<file path="config.mk">
export PLATFORM = sky130hd
export DESIGN_NAME = line_stepper_gen
export DESIGN_NICKNAME = d
export VERILOG_FILES = /design/src/rtl/line_pkg.sv /design/src/rtl/line_octant_setup.sv /design/src/rtl/line_stepper_gen.sv
export SDC_FILE = /design/constraint.sdc
export NUM_CORES = 1
export LEC_CHECK = 0
export ABC_CLOCK_PERIOD_IN_PS = 5600
export BUFFER_PORTS_ARGS = -buffer_cell sky130_fd_sc_hd__buf_4
export CORE_UTILIZATION = 41
export CTS_CLUSTER_DIAMETER = 120
export DETAILED_ROUTE_END_ITERATION = 16
export SLEW_MARGIN = 10
export SYNTH_ARGS = -nofsm -noshare
export SYNTH_HDL_FRONTEND = slang
export SYNTH_SLANG_ARGS = --single-unit
</file>
<file path="constraint.sdc">
create_clock -name clk -period 5.6 [get_ports clk]
set_input_delay 0 -clock clk [delete_from_list [all_inputs] [get_ports clk]]
set_output_delay 0 -clock clk [all_outputs]
set_load 0.005 [all_outputs]
</file>
<file path="src/rtl/line_pkg.sv">
// Shared types and default geometry for the line rasteriser.
// Optional clipping build: define LINE_CLIP_EN.
package line_pkg;

   localparam int unsigned DefCw   = 11;
   localparam int unsigned DefScrW = 640;
   localparam int unsigned DefScrH = 480;

   typedef logic [DefCw-1:0] coord_t;

   typedef enum logic [1:0] {
      StIdle,
      StSetup,
      StDraw,
      StDone
   } line_state_t;

endpackage

</file>
<file path="src/rtl/line_octant_setup.sv">
// Combinational octant decode for Bresenham: absolute deltas, step directions
// and initial error term from a pair of unsigned endpoints.
module line_octant_setup
   import line_pkg::*;
#(
   parameter int unsigned CW = DefCw
) (
   input  logic [CW-1:0]        x0,
   input  logic [CW-1:0]        y0,
   input  logic [CW-1:0]        x1,
   input  logic [CW-1:0]        y1,
   output logic [CW-1:0]        dx,
   output logic [CW-1:0]        dy,
   output logic                 sx_neg,
   output logic                 sy_neg,
   output logic signed [CW+1:0] err_init
);

   always_comb begin
      sx_neg   = (x1 < x0);
      sy_neg   = (y1 < y0);
      dx       = sx_neg ? (x0 - x1) : (x1 - x0);
      dy       = sy_neg ? (y0 - y1) : (y1 - y0);
      // Two guard bits keep dx-dy exact for full-range coordinates
      err_init = $signed({2'b00, dx}) - $signed({2'b00, dy});
   end

endmodule

</file>
<file path="src/rtl/line_stepper_gen.sv">
// All-octant Bresenham line rasteriser with start/busy command side and a
// valid/ready pixel stream. Define LINE_CLIP_EN to suppress off-screen pixels.
module line_stepper_gen
   import line_pkg::*;
#(
   parameter int unsigned CW    = DefCw,
   parameter int unsigned SCR_W = DefScrW,
   parameter int unsigned SCR_H = DefScrH
) (
   input  logic          clk,
   input  logic          reset_n,
   input  logic          start,
   input  logic [CW-1:0] x0,
   input  logic [CW-1:0] y0,
   input  logic [CW-1:0] x1,
   input  logic [CW-1:0] y1,
   output logic          busy,
   output logic          pix_valid,
   input  logic          pix_ready,
   output logic [CW-1:0] x,
   output logic [CW-1:0] y,
   output logic          done
);

   line_state_t state_q;

   logic [CW-1:0]        x0_q, y0_q, x1_q, y1_q;
   logic [CW-1:0]        dx_q, dy_q;
   logic                 sx_neg_q, sy_neg_q;
   logic signed [CW+1:0] err_q;

   logic [CW-1:0]        dx_s, dy_s;
   logic                 sx_neg_s, sy_neg_s;
   logic signed [CW+1:0] err_init_s;

   line_octant_setup #(
      .CW (CW)
   ) u_setup (
      .x0       (x0_q),
      .y0       (y0_q),
      .x1       (x1_q),
      .y1       (y1_q),
      .dx       (dx_s),
      .dy       (dy_s),
      .sx_neg   (sx_neg_s),
      .sy_neg   (sy_neg_s),
      .err_init (err_init_s)
   );

   logic signed [CW+2:0] e2, dx_e2, dy_e2;
   logic signed [CW+1:0] err_nxt;
   logic                 step_x, step_y;
   logic [CW-1:0]        x_nxt, y_nxt;
   logic                 last_pix, advance, vis_start, vis_next;

   always_comb begin
      e2       = $signed({err_q, 1'b0});
      dx_e2    = $signed({3'b000, dx_q});
      dy_e2    = $signed({3'b000, dy_q});
      step_x   = (e2 >= -dy_e2);
      step_y   = (e2 <= dx_e2);
      err_nxt  = err_q;
      if (step_x) err_nxt = err_nxt - $signed({2'b00, dy_q});
      if (step_y) err_nxt = err_nxt + $signed({2'b00, dx_q});
      x_nxt    = x;
      y_nxt    = y;
      if (step_x) x_nxt = sx_neg_q ? (x - CW'(1)) : (x + CW'(1));
      if (step_y) y_nxt = sy_neg_q ? (y - CW'(1)) : (y + CW'(1));
      last_pix = (x == x1_q) && (y == y1_q);
`ifdef LINE_CLIP_EN
      // Off-screen coordinates are never shown, so they step without a handshake
      advance   = pix_valid ? pix_ready : 1'b1;
      vis_start = (x0_q < CW'(SCR_W)) && (y0_q < CW'(SCR_H));
      vis_next  = (x_nxt < CW'(SCR_W)) && (y_nxt < CW'(SCR_H));
`else
      advance   = pix_valid && pix_ready;
      vis_start = 1'b1;
      vis_next  = 1'b1;
`endif
   end

   always_ff @(posedge clk or negedge reset_n) begin
      if (!reset_n) begin
         state_q   <= StIdle;
         busy      <= 1'b0;
         pix_valid <= 1'b0;
         done      <= 1'b0;
         x         <= '0;
         y         <= '0;
         err_q     <= '0;
         x0_q      <= '0;
         y0_q      <= '0;
         x1_q      <= '0;
         y1_q      <= '0;
         dx_q      <= '0;
         dy_q      <= '0;
         sx_neg_q  <= 1'b0;
         sy_neg_q  <= 1'b0;
      end else begin
         done <= 1'b0;
         unique case (state_q)
            StIdle: begin
               if (start) begin
                  x0_q    <= x0;
                  y0_q    <= y0;
                  x1_q    <= x1;
                  y1_q    <= y1;
                  busy    <= 1'b1;
                  state_q <= StSetup;
               end
            end
            StSetup: begin
               dx_q      <= dx_s;
               dy_q      <= dy_s;
               sx_neg_q  <= sx_neg_s;
               sy_neg_q  <= sy_neg_s;
               err_q     <= err_init_s;
               x         <= x0_q;
               y         <= y0_q;
               pix_valid <= vis_start;
               state_q   <= StDraw;
            end
            StDraw: begin
               if (advance) begin
                  if (last_pix) begin
                     pix_valid <= 1'b0;
                     done      <= 1'b1;
                     state_q   <= StDone;
                  end else begin
                     x         <= x_nxt;
                     y         <= y_nxt;
                     err_q     <= err_nxt;
                     pix_valid <= vis_next;
                  end
               end
            end
            StDone: begin
               busy    <= 1'b0;
               state_q <= StIdle;
            end
            default: state_q <= StIdle;
         endcase
      end
   end

endmodule

</file>
* Yosys cells after proc, flatten, opt, wreduce, memory -nomap -nowiden
Index checks and enable logic that the tools add are counted.
Operators by class: add/sub/neg operators 12, magnitude comparators 4, eq/ne operators 11, muxes and demuxes 29, reduce and logical (&&, ||, !) cells 12
Operator list (number):
- $mux W11 | 10
- $mux W13 | 4
- $pmux W11 S2 | 2
- $sub A11 B11 Y11 | 4
- $pmux W13 S2 | 1
- $add A11 B1 Y11 const B | 2
- $eq A11 B11 Y1 | 2
- $lt A11 B11 Y1 | 2
- $sub A11 B1 Y11 const B | 2
- $ge A14 B14 Y1 | 1
- $le A14 B12 Y1 | 1
- $neg A11 Y14 | 1
- $add A13 B12 Y13 | 1
- $sub A13 B12 Y13 | 1
- $ne A2 B2 Y1 const B | 6
- $sub A11 B11 Y12 | 1
- $pmux W2 S4 | 1
- $reduce_and A4 Y1 | 2
- $mux W1 | 6
- $mux W2 | 3
- $reduce_and A2 Y1 | 3
- $reduce_and A3 Y1 | 2
- $eq A2 B2 Y1 const B | 2
- $pmux W1 S2 | 2
- 4 further kinds | 6
Storage, ports and cells: flip-flop bits (word level) 108, input bits 48, output and inout port bits 25, word-level logic and storage cells 83

* Longest topological paths before layout
depth in word-level cells 8, mapped depth 25

* By module
Synthesis repeated with hierarchy kept, for this count alone.
Unflattened totals: cells, all modules 1119, area, all modules 9948.3 um^2
By module, submodules not included:
- line_stepper_gen | times used 1, cells an instance 769, area an instance 7434.6 um^2, seq. area each 2702.6 um^2
- line_octant_setup | times used 1, cells an instance 350, area an instance 2513.7 um^2, seq. area each 0.0 um^2

* Worst setup path before layout
OpenSTA, ideal clock, no wires.
path type reg-to-reg, start register dy_q[2], end register err_q[11], library setup time 0.142 ns, arrival 4.683 ns, required time 5.458 ns, setup slack 0.774 ns, cell stages (with the launch flop) 25, buffers on the path 1, path through dfrtp_1 nor2_1 nand4_1 nor2_1 nand2_1 xnor2_1 ha_1 a21oi_1 a21boi_0 o21ai_0 a31oi_1 nor2_2 buf_2 mux2i_1 inv_1 ha_1 a21oi_1 o211ai_1 o41ai_1 o211ai_1 o21ai_0 a21oi_1 xor2_1 mux2i_1 o221ai_1
Between the ends: longest elaborated chain between the ends 8
Ends and longest elaborated chain:
- from (decl) | line line_stepper_gen.sv:28 | logic [CW-1:0] dx_q, dy_q;
- from (signal assigned) | line line_stepper_gen.sv:114 | dy_q <= dy_s;
- $neg A11 Y14 | line line_stepper_gen.sv:60 | step_x = (e2 >= -dy_e2);
- $ge A14 B14 Y1 | line line_stepper_gen.sv:60
- $mux W13 (*) | line line_stepper_gen.sv:63 | if (step_x) err_nxt = err_nxt - $signed({2'b00, dy_q});
- $add A13 B12 Y13 | line line_stepper_gen.sv:64 | if (step_y) err_nxt = err_nxt + $signed({2'b00, dx_q});
- $mux W13 (*) | line line_stepper_gen.sv:64
- $mux W13 (*) | line line_stepper_gen.sv:125 | if (last_pix) begin
- $mux W13 (*) | line line_stepper_gen.sv:124 | if (advance) begin
- $pmux W13 S2 (*) | line line_stepper_gen.sv:101 | unique case (state_q)
- to (signal assigned) | line line_stepper_gen.sv:117 | err_q <= err_init_s;
- to (signal assigned) | line line_stepper_gen.sv:132 | err_q <= err_nxt;
- to (decl) | line line_stepper_gen.sv:30 | logic signed [CW+1:0] err_q;
Every way passes the cells marked *; elsewhere a longest branch is shown, timed or not. The select of a mux whose other input is x is not followed. A chain may end at the register's enable or synchronous reset.

* Final worst setup path
start register dy_q[2], end register err_q[12]
Same word-level chain as after synthesis.

==> out/results.txt <==
The number of antenna-violating nets in the routed design came out at 0. Final hold violation count: 0. After detailed placement, the design holds a cell count of 1451. Across all hold checks on the routed design, the worst slack comes to 0.2204 ns. The tools report the initial cell density of the core as 42.33%. The H-tree was split into 3 levels.

The synthesized design devotes to its leading area cell type 27.86% of total area. The run gives 73 as the number of top-level pins. The run gives 0 as the total count of max-transition violations in the final report.

Counting flops with an async set or reset pin after synthesis yields a share of 100.0%. For this block, the initial DRC count from the detailed router was 379. For the synthesized net count, the log shows 1268. After detailed routing, the average wire length per cell comes to 17.04 um. The warning count from the yosys run is 0. The worst-margin pin slew is 1.119 ns. The clock latency on the worst-skew pair was 0.37 ns; the fraction of met2 tracks used by global routing was 36.50%. The worst hold path belongs to the class primary input to async pin. The tools report the type of origin of the critical path as a flop. Once routing completed, OpenROAD measured the worst setup slack at 0.4659 ns. From bottom edge to top edge, the die measures 155.8 um.

Most common cell in the netlist: ha_1. After synthesis, the most frequently instantiated cells are ha_1 (120), dfrtp_1 (108), inv_1 (102), a21oi_1 (91), nor2_1 (78). The region available for standard cell placement spans 22920 um^2. For this run, design rule violations remaining after detail routing come to 0. For the placement-stage worst setup slack, the log shows 0.3085 ns.

After synthesis, the cell types taking the most area are dfrtp_1 (28%), ha_1 (15%), mux2_2 (6.8%), xnor2_1 (6.1%), a21oi_1 (4.7%). Yosys mapped a number of flops with a built-in enable equal to 0. The mapped netlist covers 9699 um^2.

The count of buffering cells on the critical path with inverters included was 1. Of the synthesized area, sequential elements account for 27.86%. The start-to-end type of the worst setup path is flop to flop. The register with the most flip-flops in the final layout is err_q. Counting the buffers created by CTS gives 9. For this run, global-route usage on met1 was measured as 30.51%. The total of buffers placed on input and output ports was 72. For the max-capacitance violation count, the log shows 0. The layer with the highest usage is met2. Cell taking the most area after synthesis: dfrtp_1. Summing over every cut layer, the via total after detailed routing is 8177. The final clock period utilization by the worst path works out to 91.68%.

The maximum clock insertion buffer count is 2, and the post-synthesis register bit count is 108. For the global-route track usage on met3, the log shows 2.361%. The worst stage delay on the critical path came out at 0.43 ns.

The number of cells produced by synthesis was 1091; the global-route congestion overflow total was 0. The flow ran to the end, and the final reports show no timing, DRC or antenna violations. The first global-routing pass estimated 42.01 mm of wire. The remaining max-slew budget at the tightest pin came out at 25.41%. From synthesis to final layout, the design area changed by 17.36%.

The number of antenna violations at the first check in global routing is 0. The die is 155.8 um wide. After routing, the total negative slack on setup checks comes to 0 ns. The required time of the critical path is 5.82 ns, and the floorplan die area is 24280 um^2.

The post-route netlist has 14.70% of its cells at a drive strength greater than 1. The tools report the number of antenna repair diodes as 0. The cell sitting at the root of the clock tree is a clkbuf_16. The run gives 61 as the pin count of the biggest net entering global routing.

The logs give 25.85 mm for the total detailed-routing wirelength and 19.56 mm for the placed wire-length estimate. Setup repair after global routing left no endpoint under its margin. Global routing consumed, over all layers together, 22.12% of the routing resources.

The setup skew after layout was 0.01698 ns; the count of different cell masters after synthesis was 68. The flip-flop count of the largest register after layout came out at 13. Using the TritonRoute via totals, the vias-per-cell ratio works out to 5.390. Among all stages on the critical path, the largest delay is contributed by dfrtp_1. Traced cell by cell, the critical path runs through nor2_1 -> nand4_1 -> nor2_1 -> nand2_1 -> xnor2_1 -> ha_1 -> a21oi_1 -> a21boi_0 -> o21ai_0 -> a31oi_2 -> nor2_4 -> mux2i_2 -> ha_1 -> inv_1 -> fa_1 -> nor2b_1 -> o2111ai_1 -> nand3_1 -> o41a_1 -> a41oi_1 -> a221oi_2 -> xor2_1 -> mux2i_1 -> o221ai_1. The worst-path maximum fanout was 9. The most used flip-flop cell after synthesis was dfrtp_1. The floorplan has 55 rows.

The logs give 194.8 MHz for the peak clock frequency supported by timing and 0 for the count of endpoints failing setup in the final report. The family with the most delay on the worst path is compound AO/OA/AOI/OAI gates. The data arrival time of the critical path came out at 5.36 ns.

The final net count is 1376, and the first-pass iteration count of the detailed router is 5. The routed design could run at a clock period as short as 5.134 ns. Each instance of the synthesized netlist takes up on average 8.890 um^2. TritonCTS built the clock tree. The via count of the first global-routing pass came out at 7962.

The worst setup path is captured at a flop. The CTS clock-pin slew for the worst setup and hold paths came out at 0.09 ns. The clock net in this run drives a total of 108 sinks. The finished layout holds 1517 standard cells, fillers aside. Routability-driven placement finished with a final weighted congestion of 0.8587.
cell families after synthesis:
logic type | Yosys count | share of synthesized area (%)
XOR/XNOR | 87 | 7.856
multiplexers | 100 | 11.20
adder cells (fa/ha/maj) | 129 | 17.34
AND/OR/NAND/NOR | 251 | 12.04
buffers and inverters | 138 | 5.560
flip-flops | 108 | 27.86
AO/OA/AOI/OAI | 278 | 18.15
per-layer routing:
metal | up-vias | routed length [um]
li1 | 4080 | -
met1 | 3928 | 12650
met2 | 143 | 11930
met3 | 26 | 763
met4 | 0 | 503
met5 | - | 0
placed cells by master, fill, tap and decap left out, types with 59 or more instances in the layout:
cell type	netlist	layout
ha_1	120	118
nor2_1	78	78
o21ai_0	70	70
dfrtp_1	108	108
a21oi_1	91	91
xnor2_1	67	67
mux2_2	59	59
buf_4	2	85
nand2_1	69	68
inv_1	102	102
worst register-to-register path, delay by kind of cell (launching register included):
kind | cells | cell delay, ns
fa+ha+maj | 3 | 0.91
xor+xnor | 2 | 0.38
mux | 2 | 0.49
simple gates | 7 | 1.20
compound gates | 9 | 1.54
flops | 1 | 0.43
buf+inv | 1 | 0.05
per-stage QoR:
stage               util, %  area, um^2
floorplan                 -        9699
global placement      46.09       10560
detailed placement    46.09       10560
CTS                   49.51       11350
global route          49.68       11380
finish                49.68       11380
timing repair:
item | 4_1_cts | 5_1_grt
gates resized for setup | 0 | 3
setup buffers | 0 | 3
endpoints found under the setup margin | 0 | 2
endpoints found under the hold margin | 95 | 0
hold buffers | 47 | 0
cell type report:
| cell class | instances | area (um^2) |
|---|---|---|
| fill | 2162 | 11530 |
| multi-input combinational | 845 | 6480 |
| sequential | 108 | 2703 |
| timing repair buffer | 132 | 1109 |
| tap | 313 | 391.6 |
| inverter | 103 | 386.6 |
| clock buffer | 9 | 225.2 |
| clock inverter | 7 | 88.84 |
path summary, 6_finish.rpt:
path                                            from               endpoint  slack, ns  cells after the start
worst max-delay path             dy_q[2]$_DFFE_PN0P_  err_q[12]$_DFFE_PN0P_       0.47                     24
worst min-delay path                         reset_n    dx_q[1]$_DFFE_PN0P_       0.22                      2
worst max register to register   dy_q[2]$_DFFE_PN0P_  err_q[12]$_DFFE_PN0P_       0.47                     24
worst min register to register  x0_q[10]$_DFFE_PN0P_   x0_q[10]$_DFFE_PN0P_       0.53                      1
max in group asynchronous                    reset_n    y0_q[1]$_DFFE_PN0P_       4.14                      3
min in group clk                               y1[2]    y1_q[2]$_DFFE_PN0P_       0.40                      3
Power is left out: the tool's default activity adds up to more than one toggle a clock period on the data nets, which glitch-free logic cannot reach.
